## src/rtl/divider_unit_pkg.sv

```systemverilog
// Shared definitions for the restoring divider: FSM state encoding and default width.
package divider_unit_pkg;

  localparam int unsigned DIV_W_DEFAULT = 4;

  typedef enum logic [1:0] {
    IDLE = 2'd0,
    RUN  = 2'd1,
    DONE = 2'd2
  } div_state_t;

endpackage

```

## src/rtl/divider_unit_trial_subtractor.sv

```systemverilog
// DIV_W+1-bit ripple-borrow trial subtractor; carry-out high means minuend >= subtrahend.
module trial_subtractor #(
  parameter int unsigned DIV_W = 4
) (
  input  logic [DIV_W:0] minuend,
  input  logic [DIV_W:0] subtrahend,
  output logic [DIV_W:0] difference,
  output logic           non_negative
);

  logic [DIV_W+1:0] carry;

  // a - b computed as a + ~b + 1, one full adder per bit
  always_comb begin
    carry      = '0;
    carry[0]   = 1'b1;
    difference = '0;
    for (int unsigned i = 0; i <= DIV_W; i++) begin
      difference[i] = minuend[i] ^ ~subtrahend[i] ^ carry[i];
      carry[i+1]    = (minuend[i] & ~subtrahend[i]) |
                      (carry[i] & (minuend[i] ^ ~subtrahend[i]));
    end
    non_negative = carry[DIV_W+1];
  end

endmodule

```

## src/rtl/divider_unit.sv

```systemverilog
// Multi-cycle restoring unsigned divider: one quotient bit per RUN cycle, DIV_W cycles per result.
module divider_unit
  import divider_unit_pkg::*;
#(
  parameter int unsigned DIV_W = DIV_W_DEFAULT
) (
  input  logic             clk,
  input  logic             rst_n,
  input  logic             start,
  input  logic [DIV_W-1:0] dividend,
  input  logic [DIV_W-1:0] divisor,
  output logic [DIV_W-1:0] quotient,
  output logic [DIV_W-1:0] remainder,
  output logic             busy,
  output logic             done,
  output logic             div_by_zero
);

  localparam int unsigned CNT_W = $clog2(DIV_W) + 1;

  div_state_t       state, state_nxt;
  logic [CNT_W-1:0] cnt;
  logic [DIV_W:0]   part_rem;
  logic [DIV_W-1:0] work_quo;
  logic [DIV_W-1:0] dvs;
  logic [DIV_W:0]   shifted;
  logic [DIV_W:0]   diff;
  logic [DIV_W:0]   rem_next;
  logic [DIV_W-1:0] quo_next;
  logic             non_neg;
  logic             last_step;

  // {rem,quo} shifted left as one register pair
  assign shifted   = (part_rem << 1) | {{DIV_W{1'b0}}, work_quo[DIV_W-1]};
  assign rem_next  = non_neg ? diff : shifted;
  assign quo_next  = {work_quo[DIV_W-2:0], non_neg};
  assign last_step = (cnt == CNT_W'(DIV_W - 1));

  trial_subtractor #(.DIV_W(DIV_W)) u_trial (
    .minuend      (shifted),
    .subtrahend   ({1'b0, dvs}),
    .difference   (diff),
    .non_negative (non_neg)
  );

  always_ff @(posedge clk) begin
    if (!rst_n) state <= IDLE;
    else        state <= state_nxt;
  end

  always_comb begin
    state_nxt = state;
    case (state)
      IDLE:    if (start) state_nxt = (divisor == '0) ? DONE : RUN;
      RUN:     if (last_step) state_nxt = DONE;
      DONE:    state_nxt = IDLE;
      default: state_nxt = IDLE;
    endcase
  end

  always_ff @(posedge clk) begin
    if (!rst_n) begin
      cnt         <= '0;
      part_rem    <= '0;
      work_quo    <= '0;
      dvs         <= '0;
      quotient    <= '0;
      remainder   <= '0;
      busy        <= 1'b0;
      done        <= 1'b0;
      div_by_zero <= 1'b0;
    end else begin
      busy <= (state_nxt == RUN);
      done <= (state_nxt == DONE);
      case (state)
        IDLE: begin
          if (start) begin
            if (divisor == '0) begin
              quotient    <= '1;
              remainder   <= dividend;
              div_by_zero <= 1'b1;
            end else begin
              work_quo    <= dividend;
              dvs         <= divisor;
              part_rem    <= '0;
              cnt         <= '0;
              div_by_zero <= 1'b0;
            end
          end
        end
        RUN: begin
          part_rem <= rem_next;
          work_quo <= quo_next;
          cnt      <= cnt + 1'b1;
          if (last_step) begin
            quotient  <= quo_next;
            remainder <= rem_next[DIV_W-1:0];
          end
        end
        default: ;
      endcase
    end
  end

endmodule

```

## config.mk

```make
export PLATFORM = sky130hd
export DESIGN_NAME = divider_unit
export DESIGN_NICKNAME = d
export VERILOG_FILES = /design/src/rtl/divider_unit_pkg.sv /design/src/rtl/divider_unit_trial_subtractor.sv /design/src/rtl/divider_unit.sv
export SDC_FILE = /design/constraint.sdc
export NUM_CORES = 1
export LEC_CHECK = 0
export CORE_UTILIZATION = 40
export CTS_CLUSTER_SIZE = 16
export DETAILED_ROUTE_END_ITERATION = 16
export GPL_TIMING_DRIVEN = 0
export HOLD_SLACK_MARGIN = 0.12
export PLACE_DENSITY = 0.63
export SLEW_MARGIN = 20
export SYNTH_ARGS = -nofsm -noshare
export SYNTH_HDL_FRONTEND = slang
export SYNTH_SLANG_ARGS = --single-unit
```

## constraint.sdc

```tcl
create_clock -name clk -period 2.9 [get_ports clk]
set_input_delay 0.725 -clock clk [delete_from_list [all_inputs] [get_ports clk]]
set_output_delay 0.725 -clock clk [all_outputs]
set_load 0.05 [all_outputs]
```

### Word level (Yosys, flattened, before mapping)

Cells that the tools add are included.
W data, S select, Z words.

| word-level totals | value |
|---|---|
| logic and storage cells | 77 |
| input port bits | 11 |
| output and inout bits | 11 |
| bits in registers | 28 |

| operators by class | value |
|---|---|
| muxes and demuxes | 23 |
| add/sub/neg operators | 1 |
| bitwise logic cells | 28 |
| reductions and logical operators | 7 |
| eq/ne operators | 8 |

Operator list:

| kind | number |
|---|---|
| $mux W4 | 11 |
| $pmux W4 S2 | 4 |
| $and A1 B1 Y1 | 8 |
| $ne A2 B2 Y1 const B | 4 |
| $not A1 Y1 | 7 |
| $xor A1 B1 Y1 | 7 |
| $mux W2 | 3 |
| $mux W3 | 2 |
| $pmux W3 S2 | 1 |
| $reduce_and A3 Y1 | 2 |
| $or A1 B1 Y1 | 5 |
| $or A5 B1 Y5 | 1 |
| $eq A2 B1 Y1 const B | 2 |
| $logic_not A4 Y1 | 1 |
| $pmux W2 S2 | 1 |
| $reduce_and A4 Y1 | 1 |
| $add A3 B1 Y3 const B | 1 |
| $eq A3 B2 Y1 const B | 1 |
| $eq A2 B2 Y1 const B | 1 |
| $logic_not A2 Y1 | 1 |
| $reduce_and A2 Y1 | 1 |
| $reduce_bool A2 Y1 | 1 |
| $mux W1 | 1 |

### Depth between registers and ports, before layout

| depth | value |
|---|---|
| word-level depth | 14 |
| gate-level depth with buffers | 8 |
| mapped depth without buffers | 8 |

### Cells and area by module

A second synthesis with hierarchy kept.

| second synthesis, totals | value |
|---|---|
| cells, all modules | 156 |
| area total of the unflattened synthesis | 1,376.3 sq um |

Modules (own cells, without submodules):

| module | area an instance (sq um) | times used | sequential area each (sq um) | cells an instance |
|---|---|---|---|---|
| divider_unit | 1,246.2 | 1 | 560.5 | 141 |
| trial_subtractor | 130.1 | 1 | 0.0 | 15 |

### Least setup slack after synthesis

OpenSTA, ideal clock, no wires.

| path | value |
|---|---|
| path kind | reg-to-reg |
| from | reg work_quo[3] |
| to | reg remainder[0] |
| library setup time | 0.091 ns |
| data arrival time | 2.341 ns |
| cell stages (with the launch flop) | 9 |
| period minus slack after synthesis | 2.432 ns |
| required time | 2.809 ns |
| buffers on the path | 0 |
| path slack | 0.468 ns |
| path through | dfxtp_1 -> inv_1 -> ha_1 -> fa_1 -> fa_1 -> fa_1 -> nor3b_1 -> a211o_1 -> a311oi_1 |

| between the ends | value |
|---|---|
| longest elaborated chain between the ends | 14 |
| elaborated cells between the ends (all ways) | 16 |
| those cells by class | mux: 3; bitwise: 13 |

Ends and longest elaborated chain:

| what | line | text |
|---|---|---|
| start: declaration | divider_unit.sv:24 | `logic [DIV_W-1:0] work_quo;` |
| start signal: assignment | divider_unit.sv:83 | `work_quo <= dividend;` |
| start signal: assignment | divider_unit.sv:93 | `work_quo <= quo_next;` |
| $or A5 B1 Y5 * | divider_unit.sv:34 | `assign shifted = (part_rem << 1) \| {{DIV_W{1'b0}}, work_quo[DIV_W-1]};` |
| $and A1 B1 Y1 or $xor A1 B1 Y1 (tied branches) | divider_unit_trial_subtractor.sv:20, divider_unit_trial_subtractor.sv:19, divider_unit_trial_subtractor.sv:21 |  |
| $or A1 B1 Y1 | divider_unit_trial_subtractor.sv:20 | `carry[i+1] = (minuend[i] & ~subtrahend[i]) \|` |
| $and A1 B1 Y1 | divider_unit_trial_subtractor.sv:21 | `(carry[i] & (minuend[i] ^ ~subtrahend[i]));` |
| $or A1 B1 Y1 | divider_unit_trial_subtractor.sv:20 |  |
| $and A1 B1 Y1 | divider_unit_trial_subtractor.sv:21 |  |
| $or A1 B1 Y1 | divider_unit_trial_subtractor.sv:20 |  |
| $and A1 B1 Y1 | divider_unit_trial_subtractor.sv:21 |  |
| $or A1 B1 Y1 | divider_unit_trial_subtractor.sv:20 |  |
| $and A1 B1 Y1 | divider_unit_trial_subtractor.sv:21 |  |
| $or A1 B1 Y1 | divider_unit_trial_subtractor.sv:20 |  |
| $mux W4 * | divider_unit.sv:35 | `assign rem_next = non_neg ? diff : shifted;` |
| $mux W4 * | divider_unit.sv:95 | `if (last_step) begin` |
| $pmux W4 S2 * | divider_unit.sv:75 | `case (state)` |
| end signal: assignment | divider_unit.sv:80 | `remainder <= dividend;` |
| end signal: assignment | divider_unit.sv:97 | `remainder <= rem_next[DIV_W-1:0];` |
| end: declaration | divider_unit.sv:13 | `output logic [DIV_W-1:0] remainder,` |

Every way passes the cells marked *; elsewhere a longest branch is shown, timed or not. The select of a mux whose other input is x is not followed.
A chain may end at the register's enable or synchronous reset.

### Final worst setup path

| path | value |
|---|---|
| from | reg work_quo[3] |
| to | reg remainder[1] |

| between the ends | value |
|---|---|
| longest elaborated chain between the ends | 14 |
| elaborated cells between the ends (all ways) | 16 |
| those cells by class | mux: 3; bitwise: 13 |

Ends and longest elaborated chain:

| what | line |
|---|---|
| $or A5 B1 Y5 * | divider_unit.sv:34 |
| $and A1 B1 Y1 or $xor A1 B1 Y1 (tied branches) | divider_unit_trial_subtractor.sv:20, divider_unit_trial_subtractor.sv:21 |
| $or A1 B1 Y1 * | divider_unit_trial_subtractor.sv:20 |
| $and A1 B1 Y1 | divider_unit_trial_subtractor.sv:21 |
| $or A1 B1 Y1 | divider_unit_trial_subtractor.sv:20 |
| $and A1 B1 Y1 | divider_unit_trial_subtractor.sv:21 |
| $or A1 B1 Y1 | divider_unit_trial_subtractor.sv:20 |
| $and A1 B1 Y1 | divider_unit_trial_subtractor.sv:21 |
| $or A1 B1 Y1 | divider_unit_trial_subtractor.sv:20 |
| $and A1 B1 Y1 | divider_unit_trial_subtractor.sv:21 |
| $or A1 B1 Y1 | divider_unit_trial_subtractor.sv:20 |
| $mux W4 * | divider_unit.sv:35 |
| $mux W4 * | divider_unit.sv:95 |
| $pmux W4 S2 * | divider_unit.sv:75 |

Marks and branches as above.

==> results.py <==
metrics = {
    "floorplanning": {
        "core-area_um2": 3050,
        "row_count": 20,
        "die-width_um": 58.9,
        "top_level_port_count": 22,
        "die_height_um": 58.9,
        "die_area_um2": 3470,
        "initial_utilization_pct": 42.4,
    },
    "synthesis": {
        "syn_inst": 139,
        "avgSynthCellArea_um2": 9.32,
        "synth-warning-count": 0,
        "mappedNetlistArea_um2": 1290,
        "yosysSeqAreaShare_pct": 43.3,
        "ys_ff_latch": 28,
        "synthDistinctLibCells": 30,
        "synth_fp_nets": 156,
    },
    "worst_setup_path": {
        "end_kind": "flop",
        "timing.reg2reg.setup_slack_ns": 0.21,
        "startpoint_class_of_the_critical_path": "flop",
        "critical_path.max_stage_delay_ns": 0.45,
        "timing.critical_path.required_ns": 3.17,
        "crit_slowest_cell": "sky130_fd_sc_hd__fa_1",
        "timing.rr.start": "work_quo[3]",
        "worst_setup_path_startpoint": "work_quo[3]",
        "crit_top_cell": "sky130_fd_sc_hd__fa_1",
        "worst-endpoint-arrival_ns": 2.95,
        "crit_path_cell_trace": "inv_1, ha_1, fa_1, fa_1, fa_1, nor3b_1, a211o_1, a311oi_1",
        "worst_r2r_path_depth": 8,
        "worst-path-max-fanout": 5,
        "critical_path.reg2reg.endpoint": "remainder[1]",
        "crit_type": "reg2reg",
        "timing.critical_path.to": "remainder[1]",
    },
    "cts": {
        "clockBufferDepth": 2,
        "cts.reportedPaths.clkPinSlew_ns": 0.17,
        "post_cts_buffers": 0,
        "post_cts_resized": 0,
        "clock_tree.root_cell": "sky130_fd_sc_hd__clkbuf_4",
        "tritoncts": "built",
        "insertion_delay_to_the_later_sink_of_the_worst_skew_pair_ns": 0.34,
        "clock-sinks": 28,
        "cts_htree_levels": 1,
        "post_cts_hold_buffers": 0,
        "cts_made_buffers": 3,
    },
    "route": {
        "drt_first_iter_violations": 45,
        "detail_route.drc_violations": 0,
        "dr.pass1.iters": 4,
        "detail_route.vias_per_cell": 5.65,
        "detail-route-antenna-nets": 0,
        "route.final.wire_length_mm": 3.04,
        "dr_total_vias": 1169,
        "drt-wirelength-per-cell_um": 14.7,
    },
    "timing": {
        "setup_slack_ns": 0.215,
        "grt_setup_unrepaired": "false",
        "timing.final.crit_period_ns": 2.69,
        "finalSetupViolCount": 0,
        "worst_slew_margin_rel_pct": 49.4,
        "timing.final.hold_violations": 0,
        "layout_worst_path_cycle_share_pct": 92.6,
        "timing.fmax_mhz": 372,
        "worst-slew-pin-transition_ns": 0.758,
        "worst_clock_skew_ns": 0.0143,
        "final.setup.tns_ns": 0,
        "slew_violations": 0,
    },
    "cells_and_area": {
        "post_layout_nonfiller_instances": 207,
        "most_common_library_cell_in_the_layout_ignoring_fill_and_taps": "sky130_fd_sc_hd__dfxtp_1",
        "final_core_utilization_pct": 52.5,
        "final_layout_size_suffix_gt1_share_pct": 10.4,
        "highest_count_cells_in_the_layout_ignoring_fill_and_taps": "sky130_fd_sc_hd__dfxtp_1 (28), sky130_fd_sc_hd__clkdlybuf4s50_1 (20), sky130_fd_sc_hd__a21oi_1 (14), sky130_fd_sc_hd__o21ai_0 (12), sky130_fd_sc_hd__nand2_1 (10)",
        "num-fill-cells": 306,
        "antenna-diode-count": 0,
        "fin_nets": 181,
        "area_delta_synth_final_pct": 23.8,
    },
    "power_and_ir_drop": {
        "worst_ir_drop_vdd_mv": 0.300,
        "powerDensity_nw_per_um2": 532,
        "static-leakage-power_nw": 0.568,
        "fin_total_pwr_mw": 0.853,
    },
    "global_routing": {
        "grt_max_degree": 17,
        "gr-usage-all-layers_pct": 19.2,
        "overflow": 0,
        "grt_antenna_before_repair": 0,
        "grt_pass1_vias": 1057,
        "grt_first_pass_wirelength_mm": 5.01,
    },
    "placed_design": {
        "port_buffers": 20,
        "dp_cells": 203,
        "dp_hpwl_mm": 2.23,
        "gp_congestion": 0.788,
        "post-place-ws_ns": 0.250,
    },
    "run_status": {
        "run_status": "finished, final reports clean",
    },
    "hold_path": {
        "hp-start": "div_by_zero",
        "hold_path_class": "reg2reg",
    },
    "job": {
        "max_cap_violations": 0,
    },
}
[layer usage]
| metal | vias to the layer above | share of wire, % | wire [um] | global-route usage (%) |
|---|---|---|---|---|
| met3 | 4 | 3.1 | 95 | 2.20 |
| met2 | 29 | 46 | 1410 | 30.7 |
| met5 | - | 0 | 0 | 0 |
| met4 | 0 | 1.4 | 43 | 6.46 |
| met1 | 567 | 49 | 1500 | 26.9 |
| li1 | 569 | - | - | - |
[cell usage after synthesis, drive strengths merged]
master / instances / area share (%)
buf: 6 / 2.3
o211ai: 7 / 4.1
a2bb2oi: 1 / 0.68
ha: 3 / 2.9
nor3b: 5 / 2.9
nand2b: 2 / 0.97
a31oi: 4 / 1.9
or4b: 1 / 0.77
a21oi: 14 / 5.4
a311oi: 4 / 2.7
a211oi: 4 / 2.3
nand2: 10 / 2.9
nor2: 2 / 0.58
o221a: 3 / 2.6
nand3b: 2 / 1.2
and3b: 1 / 0.68
dfxtp: 28 / 43
o21ai: 13 / 5.9
clkbuf: 6 / 1.8
nor4: 1 / 0.48
o211a: 1 / 0.77
or4: 1 / 0.58
or2: 2 / 0.97
a211o: 4 / 2.7
fa: 3 / 4.6
nand3: 4 / 1.5
inv: 6 / 1.7
or3b: 1 / 0.68
[area by class of cell]
type / count / area (um^2) / share of cell area, %
buffer: 12 / 53.8 / 3.36
clock buffer: 3 / 22.5 / 1.41
clock inverter: 1 / 30.0 / 1.87
inverter: 6 / 22.5 / 1.41
multi-input combinational: 93 / 658 / 41.1
sequential: 28 / 561 / 35.0
tap: 44 / 55.1 / 3.43
timing repair buffer: 20 / 200 / 12.5
[sequential cells by signal, indices dropped and copies added (netlist names)]
| register | count |
|---|---|
| dvs | 4 |
| part_rem | 4 |
| quotient | 4 |
| remainder | 4 |
| work_quo | 4 |
| cnt | 3 |
| state | 2 |
| busy | 1 |
| div_by_zero | 1 |
| done | 1 |
[how the worst min path moves through the flow]
stage                       end  slack [ns]  cells past startpoint
detailed placement  div_by_zero        0.45                      2
CTS                 div_by_zero        0.47                      2
floorplan                dvs[0]        0.46                      2
global route        div_by_zero        0.49                      2
finish              div_by_zero        0.47                      2
global placement    div_by_zero        0.45                      2
[report_power, final]
part           switching [mW]  leakage, nW  internal [mW]
Sequential             0.0166        0.228          0.407
Clock                   0.128       0.0279          0.140
Combinational          0.0946        0.312         0.0666
Total                   0.239        0.568          0.614
[per-stage QoR]
step	cell area, um^2	hold WS (ns)
2_1_floorplan	1290	0.458
3_3_place_gp	1550	0.446
3_5_place_dp	1550	0.449
4_1_cts	1600	0.472
5_1_grt	1600	0.489
6_report	1600	0.475
[critical path: cells and delay by family (launching register included)]
| family | cells | cell delay (ns) |
|---|---|---|
| compound gates | 2 | 0.57 |
| fa+ha+maj | 4 | 1.41 |
| buf+inv | 1 | 0.06 |
| flops | 1 | 0.39 |
| simple gates | 1 | 0.18 |
[logic make-up (layout without fill, tap and decap cells)]
group	count (synthesis)	after routing	share of synthesized area, %
AO/OA/AOI/OAI	55	55	29.1
flip-flops	28	28	43.3
buffers and inverters	18	42	5.89
AND/OR/NAND/NOR	32	32	14.2
adder cells (fa/ha/maj)	6	6	7.54
Power figures use the tool's default switching activity.
